`src/rtl/conv_punct_pkg.sv`:
```
// rtl/conv_punct_pkg.sv - shared types, period constants and keep masks for conv_punct (optional 5/6 rate: CONV_PUNCT_RATE_5_6_EN)
package conv_punct_pkg;

`ifdef CONV_PUNCT_RATE_5_6_EN
    localparam int PHASE_W = 3;
`else
    localparam int PHASE_W = 2;
`endif
    localparam int NPH = 1 << PHASE_W;

    typedef enum logic [1:0] {
        R12 = 2'b00,
        R23 = 2'b01,
        R34 = 2'b10,
        R56 = 2'b11
    } rate_e;

    typedef enum logic [1:0] {
        S_IDLE  = 2'd0,
        S_RUN   = 2'd1,
        S_FLUSH = 2'd2
    } state_e;

    localparam int PERIOD_R12 = 1;
    localparam int PERIOD_R23 = 2;
    localparam int PERIOD_R34 = 3;

    // Entries are {keepA, keepB}, indexed by phase; slots past the period are never used.
    localparam logic [NPH-1:0][1:0] KEEP_R12 = '1;
`ifdef CONV_PUNCT_RATE_5_6_EN
    localparam int PERIOD_R56 = 5;
    localparam logic [NPH-1:0][1:0] KEEP_R23 = {{6{2'b11}}, 2'b10, 2'b11};
    localparam logic [NPH-1:0][1:0] KEEP_R34 = {{5{2'b11}}, 2'b01, 2'b10, 2'b11};
    localparam logic [NPH-1:0][1:0] KEEP_R56 = {{3{2'b11}}, 2'b01, 2'b10, 2'b01, 2'b10, 2'b11};
`else
    localparam logic [NPH-1:0][1:0] KEEP_R23 = {2'b11, 2'b11, 2'b10, 2'b11};
    localparam logic [NPH-1:0][1:0] KEEP_R34 = {2'b11, 2'b01, 2'b10, 2'b11};
`endif

endpackage

```
`src/rtl/punct_mask.sv`:
```
// rtl/punct_mask.sv - combinational keep-mask lookup and phase wrap for conv_punct
module punct_mask
    import conv_punct_pkg::*;
(
    input  logic [1:0]         rate_q,
    input  logic [PHASE_W-1:0] phase,
    output logic [1:0]         keep,
    output logic [PHASE_W-1:0] phase_nxt
);

    logic [PHASE_W-1:0] last_phase;

    always_comb begin
        keep       = KEEP_R12[phase];
        last_phase = PHASE_W'(PERIOD_R12 - 1);
        case (rate_e'(rate_q))
            R23: begin
                keep       = KEEP_R23[phase];
                last_phase = PHASE_W'(PERIOD_R23 - 1);
            end
            R34: begin
                keep       = KEEP_R34[phase];
                last_phase = PHASE_W'(PERIOD_R34 - 1);
            end
`ifdef CONV_PUNCT_RATE_5_6_EN
            R56: begin
                keep       = KEEP_R56[phase];
                last_phase = PHASE_W'(PERIOD_R56 - 1);
            end
`endif
            default: begin
                keep       = KEEP_R12[phase];
                last_phase = PHASE_W'(PERIOD_R12 - 1);
            end
        endcase
    end

    assign phase_nxt = (phase == last_phase) ? '0 : phase + 1'b1;

endmodule

```
`src/rtl/conv_punct.sv`:
```
// rtl/conv_punct.sv - puncturing stage with holdover repacking into 2-bit words (optional 5/6 rate: CONV_PUNCT_RATE_5_6_EN)
module conv_punct
    import conv_punct_pkg::*;
(
    input  logic       clk,
    input  logic       phy_tx_arestn,
    input  logic [1:0] rate,
    input  logic [1:0] in_bits,
    input  logic       in_valid,
    input  logic       in_last,
    output logic       in_ready,
    output logic [1:0] out_bits,
    output logic       out_valid,
    output logic       out_last,
    output logic       out_pad,
    input  logic       out_ready
);

    state_e             state_q, state_d;
    logic [PHASE_W-1:0] phase_q, phase_d, eff_phase, phase_nxt;
    logic [1:0]         rate_q, rate_d, eff_rate, keep;
    logic               hold_v_q, hold_v_d, hold_b_q, hold_b_d;
    logic [1:0]         out_bits_q, out_bits_d;
    logic               out_valid_q, out_valid_d;
    logic               out_last_q, out_last_d;
    logic               out_pad_q, out_pad_d;
    logic               accept;
    logic [2:0]         seq;
    logic [1:0]         n;

    assign in_ready  = (state_q != S_FLUSH) && (!out_valid_q || out_ready);
    assign accept    = in_valid && in_ready;
    // A packet-opening pair is punctured with the live rate at phase 0.
    assign eff_rate  = (state_q == S_IDLE) ? rate : rate_q;
    assign eff_phase = (state_q == S_IDLE) ? '0 : phase_q;

    punct_mask u_mask (
        .rate_q    (eff_rate),
        .phase     (eff_phase),
        .keep      (keep),
        .phase_nxt (phase_nxt)
    );

    // Survivors in stream order: holdover, then A, then B.
    always_comb begin
        seq = '0;
        n   = '0;
        if (hold_v_q) begin
            seq[n] = hold_b_q;
            n      = n + 2'd1;
        end
        if (keep[1]) begin
            seq[n] = in_bits[0];
            n      = n + 2'd1;
        end
        if (keep[0]) begin
            seq[n] = in_bits[1];
            n      = n + 2'd1;
        end
    end

    always_comb begin
        state_d     = state_q;
        phase_d     = phase_q;
        rate_d      = rate_q;
        hold_v_d    = hold_v_q;
        hold_b_d    = hold_b_q;
        out_bits_d  = out_bits_q;
        out_valid_d = out_valid_q && !out_ready;
        out_last_d  = out_last_q;
        out_pad_d   = out_pad_q;
        case (state_q)
            S_IDLE, S_RUN: begin
                if (accept) begin
                    rate_d  = eff_rate;
                    phase_d = phase_nxt;
                    state_d = in_last ? S_IDLE : S_RUN;
                    if (n == 2'd1) begin
                        if (in_last) begin
                            out_bits_d  = {1'b0, seq[0]};
                            out_valid_d = 1'b1;
                            out_last_d  = 1'b1;
                            out_pad_d   = 1'b1;
                            hold_v_d    = 1'b0;
                        end else begin
                            hold_v_d = 1'b1;
                            hold_b_d = seq[0];
                        end
                    end else begin
                        out_bits_d  = seq[1:0];
                        out_valid_d = 1'b1;
                        out_pad_d   = 1'b0;
                        out_last_d  = in_last && (n == 2'd2);
                        hold_v_d    = (n == 2'd3);
                        hold_b_d    = seq[2];
                        if (in_last && (n == 2'd3)) begin
                            state_d = S_FLUSH;
                        end
                    end
                end
            end
            S_FLUSH: begin
                if (!out_valid_q || out_ready) begin
                    out_bits_d  = {1'b0, hold_b_q};
                    out_valid_d = 1'b1;
                    out_last_d  = 1'b1;
                    out_pad_d   = 1'b1;
                    hold_v_d    = 1'b0;
                    state_d     = S_IDLE;
                end
            end
            default: state_d = S_IDLE;
        endcase
    end

    always_ff @(posedge clk or negedge phy_tx_arestn) begin
        if (!phy_tx_arestn) begin
            state_q     <= S_IDLE;
            phase_q     <= '0;
            rate_q      <= 2'b00;
            hold_v_q    <= 1'b0;
            hold_b_q    <= 1'b0;
            out_bits_q  <= 2'b00;
            out_valid_q <= 1'b0;
            out_last_q  <= 1'b0;
            out_pad_q   <= 1'b0;
        end else begin
            state_q     <= state_d;
            phase_q     <= phase_d;
            rate_q      <= rate_d;
            hold_v_q    <= hold_v_d;
            hold_b_q    <= hold_b_d;
            out_bits_q  <= out_bits_d;
            out_valid_q <= out_valid_d;
            out_last_q  <= out_last_d;
            out_pad_q   <= out_pad_d;
        end
    end

    assign out_bits  = out_bits_q;
    assign out_valid = out_valid_q;
    assign out_last  = out_last_q;
    assign out_pad   = out_pad_q;

endmodule

```
`config.mk`:
```
export PLATFORM = sky130hd
export DESIGN_NAME = conv_punct
export DESIGN_NICKNAME = d
export VERILOG_FILES = /design/src/rtl/conv_punct_pkg.sv /design/src/rtl/punct_mask.sv /design/src/rtl/conv_punct.sv
export SDC_FILE = /design/constraint.sdc
export NUM_CORES = 1
export LEC_CHECK = 0
export ABC_AREA = 1
export BUFFER_PORTS_ARGS = -buffer_cell sky130_fd_sc_hd__buf_2
export CAP_MARGIN = 25
export CELL_PAD_IN_SITES_DETAIL_PLACEMENT = 1
export CELL_PAD_IN_SITES_GLOBAL_PLACEMENT = 1
export CORE_ASPECT_RATIO = 2
export CORE_MARGIN = 5
export CORE_UTILIZATION = 36
export DETAILED_ROUTE_END_ITERATION = 6
export MAX_ROUTING_LAYER = met4
export PLACE_DENSITY = 0.73
export SLEW_MARGIN = 15
export SYNTH_ARGS = -nofsm -noshare
export SYNTH_HDL_FRONTEND = slang
export SYNTH_SLANG_ARGS = --single-unit
```
`constraint.sdc`:
```
create_clock -name clk -period 2.2 [get_ports clk]
set_input_delay 0.22 -clock clk [delete_from_list [all_inputs] [get_ports clk]]
set_output_delay 0.22 -clock clk [all_outputs]
set_load 0.01 [all_outputs]
```
# Yosys cells after proc, flatten, opt, wreduce, memory -nomap -nowiden
# Cells that the tools add are included.
# classes
add_sub_neg	3
n_lt_le_gt_ge	5
n_eq_ne	13
mux	54
reduce_logical	18
# op_table
op	n
$mux 2	16
$mux 1	21
$pmux 2 s2	4
$bmux 2 s2	3
$lt 2x3->1 const B	3
$eq 2x2->1 const B	4
$ne 2x2->1 const B	4
$pmux 1 s2	4
$logic_and 1x1->1	7
$add 2x1->2 const B	3
$bwmux 3	2
$eq 2x1->1 const B	3
$mux 3	2
$reduce_and 3->1	2
$demux 1 s2	2
$ge 2x1->1 const B	2
$reduce_and 2->1	2
$reduce_and 4->1	1
$ne 3x3->1 const B	1
$eq 2x2->1	1
$logic_not 1->1	2
$logic_not 2->1	1
$reduce_bool 2->1	1
$reduce_or 2->1	1
$logic_or 1x1->1	1
# word_totals
reg_bits	13
out_inout_bits	6

# Logic depth before layout (Yosys ltp)
# logic_depth
depth_word	16
mapped_depth	18
mapped_depth_nobuf	18

# By module
# From an unflattened synthesis, not the netlist that was laid out.
# unflattened
hier_cells	148
hier_area_um2	1084.8
# by_module_without_submodules
mod	n_inst	cells_each	area_each_um2	seq_area_each_um2
conv_punct	1	125	938.4	325.3
punct_mask	1	23	146.4	0.0

# Worst setup path before layout
# OpenSTA, ideal clock, no wires.
# synth_path
path_kind	reg2reg
startpoint	register state_q[1]
endpoint	register hold_b_q
arrival_time_ps	2364
required_time_ps	2084
slack_ps	-281
stages_incl_launch_ff	19
path_buffers	0
synth_period_minus_slack_ps	2481
cell_sequence	dfrtp_1 -> inv_2 -> nand2_1 -> or2_2 -> o21ai_1 -> inv_1 -> ha_1 -> inv_1 -> nand3_1 -> inv_1 -> ha_1 -> inv_1 -> nand3_2 -> nand2_4 -> nand2_4 -> o21ai_4 -> inv_2 -> nand2_1 -> nand2_1
# synth_via
word_cells_on_any_way	33
cone_classes	add/sub (1); order compare (2); eq/ne (6); mux (18); reduce/logical (6)
# synth_rtl
element	line_no	text
start, declared	conv_punct.sv:19	state_e state_q, state_d;
start signal, assigned	conv_punct.sv:128	state_q <= state_d;
$logic_not 2->1 (*)	conv_punct.sv:34	assign eff_rate = (state_q == S_IDLE) ? rate : rate_q;
$mux 2 (*)	conv_punct.sv:34	
via eff_rate[0]	conv_punct.sv:21	logic [1:0] rate_q, rate_d, eff_rate, keep;
$eq 2x2->1 / $eq 2x1->1 (equally long branches)	punct_mask.sv:16	case (rate_e'(rate_q))
$pmux 2 s2 (*)	punct_mask.sv:16	
$mux 2	conv_punct.sv:52	if (keep[1]) begin
$lt 2x3->1 (not written as such) / $ge 2x1->1 (equally long branches)	conv_punct.sv:57	seq[n] = in_bits[1];
$logic_and 1x1->1 (not written as such)	conv_punct.sv:57	
$mux 1 (not written as such)	conv_punct.sv:57	
$demux 1 s2	conv_punct.sv:57	
$bwmux 3	conv_punct.sv:57	
$mux 3	conv_punct.sv:56	if (keep[0]) begin
$mux 1	conv_punct.sv:79	if (in_last) begin
$mux 1	conv_punct.sv:78	if (n == 2'd1) begin
end signal, assigned	conv_punct.sv:132	hold_b_q <= hold_b_d;
end, declared	conv_punct.sv:22	logic hold_v_q, hold_v_d, hold_b_q, hold_b_d;
# Mark *: on every way through the listed nets, which the timed path passes. The rest lies on a longest branch. The select of a mux whose other input is x is not followed.
# A chain may end at the register's enable or synchronous reset.

# Worst setup path after layout
# layout_path
startpoint	register state_q[1]
endpoint	register hold_b_q
# layout_via
elab_chain_len	14
word_cells_on_any_way	33
cone_classes	add/sub (1); order compare (2); eq/ne (6); mux (18); reduce/logical (6)
# layout_lines
element	line_no	text
$logic_not 2->1	conv_punct.sv:34, conv_punct.sv:35, conv_punct.sv:72	
$mux 2	conv_punct.sv:35	assign eff_phase = (state_q == S_IDLE) ? '0 : phase_q;
$bmux 2 s2, on equally long branches	n/a	
$mux 2, on equally long branches	punct_mask.sv:32, punct_mask.sv:18, punct_mask.sv:22	
$pmux 2 s2	punct_mask.sv:16	
$mux 2	conv_punct.sv:52	
$lt 2x3->1 (not written as such) / $ge 2x1->1 (equally long branches)	conv_punct.sv:57	
$logic_and 1x1->1 (not written as such)	conv_punct.sv:57	
$mux 1 (not written as such)	conv_punct.sv:57	
$demux 1 s2	conv_punct.sv:57	
$bwmux 3	conv_punct.sv:57	
$mux 3	conv_punct.sv:56	
$mux 1	conv_punct.sv:79	
$mux 1	conv_punct.sv:78	
# Several ways; a longest one is shown, not always the timed one. The select of a mux whose other input is x is not followed.

==> impl_metrics.py <==
metrics = {
    "status": {
        "outcome": "finished with violations",
        "violations": "setup timing",
    },
    "yosys": {
        "async_flop_share": 1.00,
        "syn_nets": 149,
        "yosys_warnings": 0,
        "synthFlopType": "dfrtp_1",
        "ys_ff_latch": 13,
        "ys_top_cells_by_area": "dfrtp_1, nand2_1, ha_1",
        "syn_area_um2": 978,
        "synth-edff-count": 0,
        "synth_seq_area_share": 0.332,
        "synth_cell_types": 24,
        "synth_top_area_cell": "dfrtp_1",
        "syn_inst": 134,
        "avgSynthCellArea_um2": 7.30,
        "synth_top_area_frac": 0.332,
    },
    "detailed_routing": {
        "viasPerCell": 5.03,
        "wl_mm": 3.05,
        "vias": 1036,
        "drc": 0,
        "drt_first_iter_violations": 12,
        "detail_route.wl_per_cell_um": 14.8,
        "dr.pass1.iters": 4,
        "ant_nets": 0,
    },
    "grt": {
        "grt_pass1_wl_mm": 5.22,
        "first_global_vias": 1144,
        "antenna_found_initial": 0,
        "gr-total-overflow": 0,
        "grt_use_total": 0.186,
        "grt_max_degree": 14,
    },
    "cts": {
        "cts.clk_slew.worst_paths_ps": 60,
        "cts_tree": "done",
        "htreeDepth": 1,
        "clk_path_buf_depth": 2,
        "clk_latency_ps": 250,
        "cts_inserted_buffers": 3,
        "cts_root_buffer": "clkbuf_8",
        "cts_sinks": 13,
    },
    "setup_path": {
        "path_class": "flop to flop",
        "cp-start-kind": "flop",
        "worstReg2RegEnd": "hold_b_q",
        "critical_path.max_fanout": 5,
        "rr_worst_depth": 17,
        "r2r_setup_slack_ps": -110,
        "crit_path_end_kind": "flop",
        "cp-startpoint": "state_q[1]",
        "required_ps": 2340,
        "worstPathArrival_ps": 2450,
        "r2r-start": "state_q[1]",
    },
    "final_layout": {
        "n_fill_cell": 352,
        "area_growth_pct": 48.1,
        "regArea_um2": 325,
        "mostFrequentLayoutCells": "nand2_1, buf_4, buf_2",
        "final_nets": 194,
        "antennaDiodeCount": 0,
        "fin_util": 0.557,
        "multi_input_area_um2": 672,
        "final_common_cell": "nand2_1",
        "stdcell_area_mm2": 0.00145,
        "drive_gt1_frac": 0.472,
    },
    "sta": {
        "rsz0062_at_grt": "true",
        "setup_viol": 7,
        "tightest_slew_ps": 308,
        "finalMaxSlewViolations": 0,
        "setup_slack_ps": -105,
        "fin_tns_setup_ps": -263,
        "fin_crit_sh": 1.05,
        "finClkSkew_ps": 1.99,
        "slew_headroom": 0.794,
        "fmax_mhz": 434,
        "period_needed_ps": 2310,
        "hold_viol_final": 0,
    },
    "die": {
        "dieHeight_um": 83.7,
        "coreArea_mm2": 0.00260,
        "initial_utilization": 0.376,
        "fp.dieW_um": 46.9,
        "io_pins": 15,
        "rows": 26,
        "dieArea_mm2": 0.00392,
    },
    "min_path": {
        "hold_depth": 3,
        "hold_start": "in_last",
        "worstHoldEndpoint": "out_valid",
        "hp-class": "input port to flop",
    },
    "placement": {
        "placed_cell_area_mm2": 0.00129,
        "place_congestion": 0.821,
        "dp_hpwl_mm": 2.51,
        "dp_slack_ps": -164,
        "numPortBuffers": 14,
    },
    "run": {
        "maxCapViolations": 0,
    },
}
cell families (layout without fill, tap and decap cells):
logic type                 Yosys count  in the layout  share of synthesized area
and+or+nand+nor                     74             74                      0.394
buffers and inverters               25             69                     0.0959
AOI/OAI and AO/OA                   16             16                      0.101
DFF                                 13             13                      0.332
adders and majority gates            6              6                     0.0767
cell usage after synthesis (2+ instances only):
| master | instances |
|---|---|
| nand3_1 | 13 |
| nor2_1 | 5 |
| nand3_2 | 3 |
| inv_2 | 7 |
| nand2_1 | 39 |
| o21ai_0 | 9 |
| a21oi_1 | 2 |
| nand2_4 | 2 |
| dfrtp_1 | 13 |
| ha_1 | 6 |
| inv_1 | 18 |
| o21ai_1 | 2 |
| nand2_2 | 4 |
metrics by stage:
| step | hold WS (ps) | cells |
|---|---|---|
| after floorplan | -75.6 | 134 |
| after global placement | 123 | 192 |
| after detailed placement | 127 | 192 |
| after CTS | 247 | 202 |
| after global routing | 272 | 206 |
| final | 240 | 206 |
worst max-delay path, stage by stage, from the launching register on:
cell and delay, ps:
dfrtp_1 430, inv_2 80, nand2_2 50, or2_4 230, o21ai_4 80, ha_4 230, inv_4 70, nand3_4 90
inv_2 70, ha_4 200, inv_2 50, nand3_2 70, nand2_4 110, nand2_4 90, o21ai_4 190, inv_2 40
nand2_1 60, nand2_1 50
state kept, by name, indices dropped and copies added, names as in the netlist:
register	flops
hold_b_q	1
hold_v_q	1
out_bits	2
out_last	1
out_pad	1
out_valid	1
phase_q	2
rate_q	2
state_q	2
area by class of cell:
class | instances | area share
Multi-Input combinational cell | 96 | 0.464
Sequential cell | 13 | 0.225
Timing Repair Buffer | 40 | 0.187
Inverter | 25 | 0.0682
Clock buffer | 3 | 0.0285
Tap cell | 28 | 0.0242
Clock inverter | 1 | 0.00345
repair_timing:
action	4_1_cts	5_1_grt
gates resized for setup	6	6
setup endpoints to repair	7	8
buffers inserted	5	4
pin swaps	6	8
hold buffers	1	0
hold endpoints to repair	13	0
how the worst max path moves through the flow:
stage                      endpoint  slack [ps]
after floorplan            hold_b_q         -40
after global placement    out_valid         -70
after detailed placement  out_valid        -160
after CTS                  hold_b_q        -100
after global routing       hold_b_q        -230
final                      hold_b_q        -110
layer usage:
metal	up-vias	part of all wire	global-route usage
li1	516	-	-
met1	498	0.33	0.187
met2	13	0.63	0.344
met3	9	0.012	0.0151
met4	0	0.022	0.0605
met5	-	0	-
Power is not shown: default switching activity piles up to over one toggle a cycle in this logic, so the estimate is an artifact.
